### config.mk
export PLATFORM = sky130hd
export DESIGN_NAME = tff_bist_engine
export DESIGN_NICKNAME = d
export VERILOG_FILES = /design/src/rtl/tff_bist_pkg.sv /design/src/rtl/bist_misr.sv /design/src/rtl/tff_bist_engine.sv
export SDC_FILE = /design/constraint.sdc
export NUM_CORES = 1
export LEC_CHECK = 0
export ABC_CLOCK_PERIOD_IN_PS = 4800
export BUFFER_PORTS_ARGS = -buffer_cell sky130_fd_sc_hd__clkbuf_2
export CORE_ASPECT_RATIO = 0.7
export CORE_MARGIN = 2
export CORE_UTILIZATION = 63
export CTS_CLUSTER_DIAMETER = 150
export DETAILED_ROUTE_END_ITERATION = 10
export GPL_TIMING_DRIVEN = 0
export HOLD_SLACK_MARGIN = 0.15
export PLACE_DENSITY_LB_ADDON = 0.2
export SYNTH_ARGS = -nofsm -noshare
export SYNTH_HDL_FRONTEND = slang
export SYNTH_SLANG_ARGS = --single-unit
### constraint.sdc
create_clock -name clk -period 4.8 [get_ports clk]
set_input_delay 0 -clock clk [delete_from_list [all_inputs] [get_ports clk]]
set_output_delay 0 -clock clk [all_outputs]
set_load 0.02 [all_outputs]
### src/rtl/tff_bist_pkg.sv
// Shared definitions for the TFF BIST engine: FSM state encoding, default
// LFSR/MISR polynomials and the signature/counter widths.
package tff_bist_pkg;

  typedef enum logic [2:0] {
    ST_IDLE    = 3'd0,
    ST_INIT    = 3'd1,
    ST_RUN     = 3'd2,
    ST_FLUSH   = 3'd3,
    ST_COMPARE = 3'd4,
    ST_DONE    = 3'd5
  } state_t;

  localparam int unsigned SIG_W      = 16;
  localparam int unsigned CNT_W      = 16;
  localparam int unsigned LFSR_W_DEF = 8;

  localparam logic [7:0]       LFSR_SEED_DEF = 8'hA5;
  localparam logic [7:0]       LFSR_TAPS_DEF = 8'hB8;
  localparam logic [SIG_W-1:0] MISR_TAPS_DEF = 16'h1021;

endpackage

### src/rtl/bist_misr.sv
// Single-input signature register: shift left, fold the polynomial in when the
// MSB falls out, XOR the response bit into bit 0.
// Ports:
//   clk   - rising-edge clock
//   clear - asynchronous active-high reset (signature -> 0)
//   init  - synchronous clear of the signature
//   en    - absorb din on this edge
//   din   - response bit to compact
//   sig   - current signature
module bist_misr
  import tff_bist_pkg::*;
#(
  parameter int unsigned    W    = SIG_W,
  parameter logic [W-1:0]   TAPS = W'(MISR_TAPS_DEF)
) (
  input  logic         clk,
  input  logic         clear,
  input  logic         init,
  input  logic         en,
  input  logic         din,
  output logic [W-1:0] sig
);

  always_ff @(posedge clk or posedge clear) begin
    if (clear) begin
      sig <= '0;
    end else if (init) begin
      sig <= '0;
    end else if (en) begin
      sig <= ({sig[W-2:0], 1'b0} ^ (sig[W-1] ? TAPS : W'(0))) ^ {{(W-1){1'b0}}, din};
    end
  end

endmodule

### src/rtl/tff_bist_engine.sv
// BIST engine for a toggle flip-flop CUT: clears the CUT, drives LFSR patterns
// on T, compacts q into a MISR and compares the result with a golden value.
// Ports:
//   clk       - rising-edge clock
//   clear     - asynchronous active-high reset
//   start     - begin a test (sampled in IDLE or DONE only)
//   cut_q     - CUT flip-flop output
//   cut_t     - T input to the CUT
//   cut_clear - clear to the CUT (engine reset or INIT cycle)
//   busy      - test in progress
//   done      - result available
//   pass      - signature matched GOLDEN_SIG (valid with done)
//   signature - final MISR contents (valid with done)
module tff_bist_engine
  import tff_bist_pkg::*;
#(
  parameter int unsigned        LFSR_W        = LFSR_W_DEF,
  parameter logic [LFSR_W-1:0]  LFSR_SEED     = LFSR_W'(LFSR_SEED_DEF),
  parameter logic [LFSR_W-1:0]  LFSR_TAPS     = LFSR_W'(LFSR_TAPS_DEF),
  parameter int unsigned        MISR_W        = SIG_W,
  parameter logic [MISR_W-1:0]  MISR_TAPS     = MISR_W'(MISR_TAPS_DEF),
  parameter int unsigned        PATTERN_COUNT = 255,
  parameter logic [MISR_W-1:0]  GOLDEN_SIG    = '0
) (
  input  logic              clk,
  input  logic              clear,
  input  logic              start,
  input  logic              cut_q,
  output logic              cut_t,
  output logic              cut_clear,
  output logic              busy,
  output logic              done,
  output logic              pass,
  output logic [MISR_W-1:0] signature
);

  localparam logic [CNT_W-1:0] LAST_CNT = CNT_W'(PATTERN_COUNT - 32'd1);

  state_t              state;
  state_t              state_nxt;
  logic [LFSR_W-1:0]   lfsr;
  logic [CNT_W-1:0]    count;
  logic                init_q;
  logic                lfsr_load;
  logic                lfsr_step;
  logic                misr_init;
  logic                misr_en;
  logic                cmp_load;
  logic [MISR_W-1:0]   misr_sig;

  // State register
  always_ff @(posedge clk or posedge clear) begin
    if (clear) begin
      state <= ST_IDLE;
    end else begin
      state <= state_nxt;
    end
  end

  // Next-state and datapath controls
  always_comb begin
    state_nxt = state;
    lfsr_load = 1'b0;
    lfsr_step = 1'b0;
    misr_init = 1'b0;
    misr_en   = 1'b0;
    cmp_load  = 1'b0;
    case (state)
      ST_IDLE: begin
        if (start) state_nxt = ST_INIT;
      end
      ST_INIT: begin
        lfsr_load = 1'b1;
        misr_init = 1'b1;
        state_nxt = ST_RUN;
      end
      ST_RUN: begin
        lfsr_step = 1'b1;
        // q lags t by one cycle: the first RUN edge sees the post-clear q.
        misr_en   = (count != '0);
        if (count == LAST_CNT) state_nxt = ST_FLUSH;
      end
      ST_FLUSH: begin
        misr_en   = 1'b1;
        state_nxt = ST_COMPARE;
      end
      ST_COMPARE: begin
        cmp_load  = 1'b1;
        state_nxt = ST_DONE;
      end
      ST_DONE: begin
        if (start) state_nxt = ST_INIT;
      end
      default: begin
        state_nxt = ST_IDLE;
      end
    endcase
  end

  // Pattern LFSR and applied-vector counter
  always_ff @(posedge clk or posedge clear) begin
    if (clear) begin
      lfsr  <= LFSR_SEED;
      count <= '0;
    end else if (lfsr_load) begin
      lfsr  <= LFSR_SEED;
      count <= '0;
    end else if (lfsr_step) begin
      lfsr  <= {lfsr[LFSR_W-2:0], ^(lfsr & LFSR_TAPS)};
      count <= count + CNT_W'(1);
    end
  end

  // Response compactor
  bist_misr #(
    .W    (MISR_W),
    .TAPS (MISR_TAPS)
  ) u_misr (
    .clk   (clk),
    .clear (clear),
    .init  (misr_init),
    .en    (misr_en),
    .din   (cut_q),
    .sig   (misr_sig)
  );

  // Registered status/result outputs, decoded from the upcoming state
  always_ff @(posedge clk or posedge clear) begin
    if (clear) begin
      init_q    <= 1'b0;
      busy      <= 1'b0;
      done      <= 1'b0;
      pass      <= 1'b0;
      signature <= '0;
    end else begin
      init_q <= (state_nxt == ST_INIT);
      busy   <= (state_nxt inside {ST_INIT, ST_RUN, ST_FLUSH, ST_COMPARE});
      done   <= (state_nxt == ST_DONE);
      if (cmp_load) begin
        signature <= misr_sig;
        pass      <= (misr_sig == GOLDEN_SIG);
      end else if (state_nxt == ST_INIT) begin
        pass <= 1'b0;
      end
    end
  end

  assign cut_t     = (state == ST_RUN) & lfsr[0];
  assign cut_clear = clear | init_q;

endmodule

# Word level (Yosys, flattened, before mapping)

Cells that the tools add are included.

Register bits after elaboration: 63
Input bits: 4
Word-level logic and storage cells: 50

Add/sub/neg operators: 1
Equality and inequality tests: 11
Muxes and demuxes: 16
Bitwise logic cells: 4
Reductions and logical operators: 9

Operator list:

| kind                                            | count |
|---|---|
| two-way mux 16 bit                              | 4 |
| adder 16 x 1 -> 16 bit (second input constant)  | 1 |
| == test 16 x 8 -> 1 bit (second input constant) | 1 |
| logical NOT 16 bit                              | 1 |
| two-way mux 8 bit                               | 2 |
| nonzero test 16 bit                             | 1 |
| bitwise XOR 16 x 1 -> 16 bit                    | 1 |
| bitwise XOR 16 bit                              | 1 |
| one-hot mux 3 bit (5 select lines)              | 1 |
| two-way mux 13 bit                              | 1 |
| == test 3 x 2 -> 1 bit (second input constant)  | 4 |
| == test 3 bit (second input constant)           | 4 |
| parity 8 bit                                    | 1 |
| == test 3 x 1 -> 1 bit (second input constant)  | 2 |
| two-way mux 3 bit                               | 2 |
| nonzero test 2 bit                              | 3 |
| two-way mux 1 bit                               | 5 |
| nonzero test 4 bit                              | 1 |
| logical NOT 3 bit                               | 1 |
| one-hot mux 1 bit (2 select lines)              | 1 |
| OR reduction 2 bit                              | 1 |
| AND 1 bit                                       | 1 |
| bitwise OR 1 bit                                | 1 |

# Logic depth before layout (Yosys ltp)

Depth in word-level cells: 6
Depth in mapped cells: 8
Mapped depth without buffers: 6

# By module

A second synthesis with hierarchy kept.

Cells, all modules: 242
Area total of the unflattened synthesis: 2,791.4 um^2

Modules (own cells, without submodules):

| module          | instances | cells each | area an instance (um^2) | sequential area each (um^2) |
|---|---|---|---|---|
| tff_bist_engine | 1         | 186        | 2,087.0                 | 1,181.1 |
| bist_misr       | 1         | 56         | 704.4                   | 400.4 |

# Worst setup path after synthesis

No wires, ideal clock.

Path type: flip-flop to flip-flop
Start: register state[0]
End: register count[7]
Library setup time: 79 ps
Arrival time: 1,652 ps
Path slack: 3,068 ps
Stages on the path, launching flop included: 7
Buffers on the path: 2
Cell sequence: dfrtp_1 -> buf_6 -> or3b_1 -> buf_6 -> or3_4 -> nor2_4 -> mux2i_1

Word-level cells in the longest chain between the ends: 3
Elaborated cells between the ends (all ways): 6

Ends and longest elaborated chain:

| what                                                                    | line                   | source |
|---|---|---|
| from (decl)                                                             | tff_bist_engine.sv:39  | `state_t state;` |
| from (signal assigned)                                                  | tff_bist_engine.sv:56  | `state <= state_nxt;` |
| == test 3 x 1 -> 1 bit / == test 3 x 2 -> 1 bit (equally long branches) | tff_bist_engine.sv:68  | `case (state)` |
| two-way mux 1 bit                                                       | tff_bist_engine.sv:68  |  |
| two-way mux 16 bit / nonzero test 2 bit (equally long branches)         | --                     |  |
| to (signal assigned)                                                    | tff_bist_engine.sv:110 | `count <= count + CNT_W'(1);` |
| to (decl)                                                               | tff_bist_engine.sv:42  | `logic [CNT_W-1:0] count;` |

Several ways; a longest one is shown, not always the timed one.
A chain may end at the register's enable or synchronous reset.

# Worst setup path in the final report

Start: register state[1]
End: register signature[15]

Word-level cells in the longest chain between the ends: 2

Ends and longest elaborated chain:

| what                 | line                   | source |
|---|---|---|
| == test 3 bit        | tff_bist_engine.sv:68  |  |
| two-way mux 1 bit    | tff_bist_engine.sv:68  |  |
| to (signal assigned) | tff_bist_engine.sv:140 | `signature <= misr_sig;` |
| to (decl)            | tff_bist_engine.sv:34  | `output logic [MISR_W-1:0] signature` |

No other way between the ends.

==> results.cfg <==
[worst_setup_path]
critPathSlowestCell = nor2_1
worstSetupEndpointType = flop
slowest_delay_ns = 0.49
path_delay_family = simple AND/OR/NAND/NOR gates
rrSetupSlack_ns = 2.81
worstPathCellList = nand2b_1 -> nor2_1 -> buf_2 -> mux2_2
required_ns = 5.02
worst_ep_arrival_time_ns = 2.20
crit_buf_inv = 1
worstPathMaxFanout = 10
crit_type = reg -> reg
cp-start-kind = flop

[clocking]
htree_levels = 3
cts_buffer_depth = 2
post_cts_resized = 0
cts_setup_buffers = 0
cts_buffers = 9
cts.sinks = 63
cts-hold-fix-buffers = 3
clk_latency_ns = 0.33
cts_tree = done
root_buffer = clkbuf_8
clk_pin_slew_worst_paths_ns = 0.07

[die]
row_count = 20
die_area_mm2 = 0.005028
start_util_pct = 65.03
coreArea_mm2 = 0.004329
die_y_um = 59.93
num_io_pins = 25
fp.dieW_um = 83.90

[placement]
portBuffers = 24
dp_cells = 345
dp_hpwl_um = 3645
place_congestion = 0.7872

[layout]
fillCellCount = 298
area_growth_pct = 16.00
antennaDiodeCount = 0
final_cells = 363
nNetsFinal = 311
post-route-util_pct = 75.43
drive_gt1_share_pct = 23.38

[yosys]
syn_inst = 265
yosysMostFrequentCell = dfrtp_1
postSynthAreaPerCell_um2 = 10.62
synth_top_area_cell = dfrtp_1
yosysSeqAreaShare_pct = 56.18
synth-edff-count = 0
synth-seq-cells = 63
netlist_area_mm2 = 0.002815
ys.flop_type = dfrtp_1
syn-num-nets = 272
synth_warnings = 0
synth_top_area_share_pct = 52.44
synth_cell_types = 41
synth_commonest_cells = dfrtp_1, nand2_1, o21ai_0, mux2_2, nor2_1
synth-async-reset-ratio_pct = 100.0
synthTopCellsByArea = dfrtp_1, nand2_1, mux2_2

[power]
p_leak_nw = 1.583
total_power_w = 0.001749
power_density_mw_per_mm2 = 535.6
ir_drop_mv = 0.3796

[sta]
fin_setup_tns_ns = 0
relSlewSlack_pct = 58.39
fin_crit_ns = 1.986
final-max-slew-violation-count = 0
final-setup-viol-count = 0
max_freq_ghz = 0.5034
hold-worst-slack_ns = 0.2251
tightest_slew_ns = 0.6219
rsz0062_at_grt = false
period_share_pct = 41.38
fin_skew_ns = 0.01058
final_hold_viol_count = 0

[drt]
num_vias = 2049
vias_per_cell = 5.645
drc = 0
detail_route.wl_per_cell_um = 14.63
dr.pass1.iters = 4
ant_nets = 0
drt_iter0_markers = 150
routed_wl_um = 5311

[global_routing]
grt_pass1_vias = 1851
grt_overflow = 0
grt_usage_pct = 23.84
grt_antenna_before_repair = 0
grt_max_degree = 44
grt_pass1_wl_um = 9045

[run]
timing.max_cap.violations = 0

[outcome]
status = finished, final reports clean

[worst_hold_path]
hold_path.class = in -> async
power breakdown:
group / total [W] / leakage, nW / switching (W) / internal (W)
sequential: 0.000722 / 0.848 / 0.0000748 / 0.000647
combinational: 0.000535 / 0.626 / 0.000327 / 0.000208
clock: 0.000493 / 0.109 / 0.000191 / 0.000302
total: 0.00175 / 1.58 / 0.000592 / 0.00116
cells by family after synthesis:
logic type / after synthesis / share of synthesized area (%)
AOI/OAI and AO/OA: 42 / 9.067
xor gates and xnor gates: 7 / 2.178
adders and majority gates: 3 / 1.333
buffers and inverters: 21 / 3.466
DFF: 63 / 56.18
muxes: 25 / 9.600
and+or+nand+nor: 104 / 18.18
state kept, by name (all words and copies together), names as in the netlist:
signal	count
init_q	1
busy	1
pass	1
u_misr.sig	16
state	3
done	1
signature	16
lfsr	8
count	16
placed cells by master (no fill, tap or decap), types with 3 or more instances in the layout:
cell           Yosys  routed
dfrtp_1           59      59
nand2_1           57      57
clkbuf_2           0      24
o21ai_0           21      21
mux2_2            16      16
clkbuf_1           9      10
nor2_1            10      10
clkbuf_8           0      10
mux2i_1            9       9
nor4_1             7       7
nand3_1            7       7
a21oi_1            7       7
nand4_1            6       6
inv_1              6       5
xor2_1             4       4
dfstp_2            4       4
buf_2              3       3
nand2b_1           3       3
xnor2_1            3       3
a22o_1             3       3
ha_1               3       3
dlygate4sd3_1      0       3
stage by stage:
stage / instance area (um^2) / worst slack [ns]
6_report: 3266 / 2.814
5_1_grt: 3266 / 2.677
4_1_cts: 3266 / 2.809
3_5_place_dp: 3024 / 2.830
3_3_place_gp: 3004 / 2.536
2_1_floorplan: 2815 / 3.068
layer usage:
layer	wire (um)	vias up	global-route usage (%)
li1	-	1005	-
met1	2664	970	36.07
met2	2195	67	32.69
met3	393	7	6.354
met4	57	0	9.677
met5	0	-	0
layout make-up:
type | count | area [um^2] | share of cell area, %
plain buffers | 14 | 71.32 | 2.184
clock buffers | 11 | 141.4 | 4.330
clock inverters | 4 | 70.07 | 2.146
inverters | 7 | 26.28 | 0.8046
multi-input cells | 181 | 1136 | 34.79
flip-flops and latches | 63 | 1582 | 48.43
well taps | 55 | 68.82 | 2.107
repair buffers | 28 | 170.2 | 5.211
worst min-delay path: stages:
cell and delay (ns):
dlygate4sd3_1 0.54, clkbuf_2 0.11, inv_2 0.34
path summary, 6_finish.rpt:
kind | startpoint | end | cells after the start
setup reg to reg | state[1] | signature[15] | 4
min in group clk | start | done | 3
max in group asynchronous | clear | lfsr[7] | 4
setup / recovery | state[1] | signature[15] | 4
hold reg to reg | count[15] | count[15] | 1
hold / removal | clear | signature[8] | 3
(Power assumes the default switching activity.)
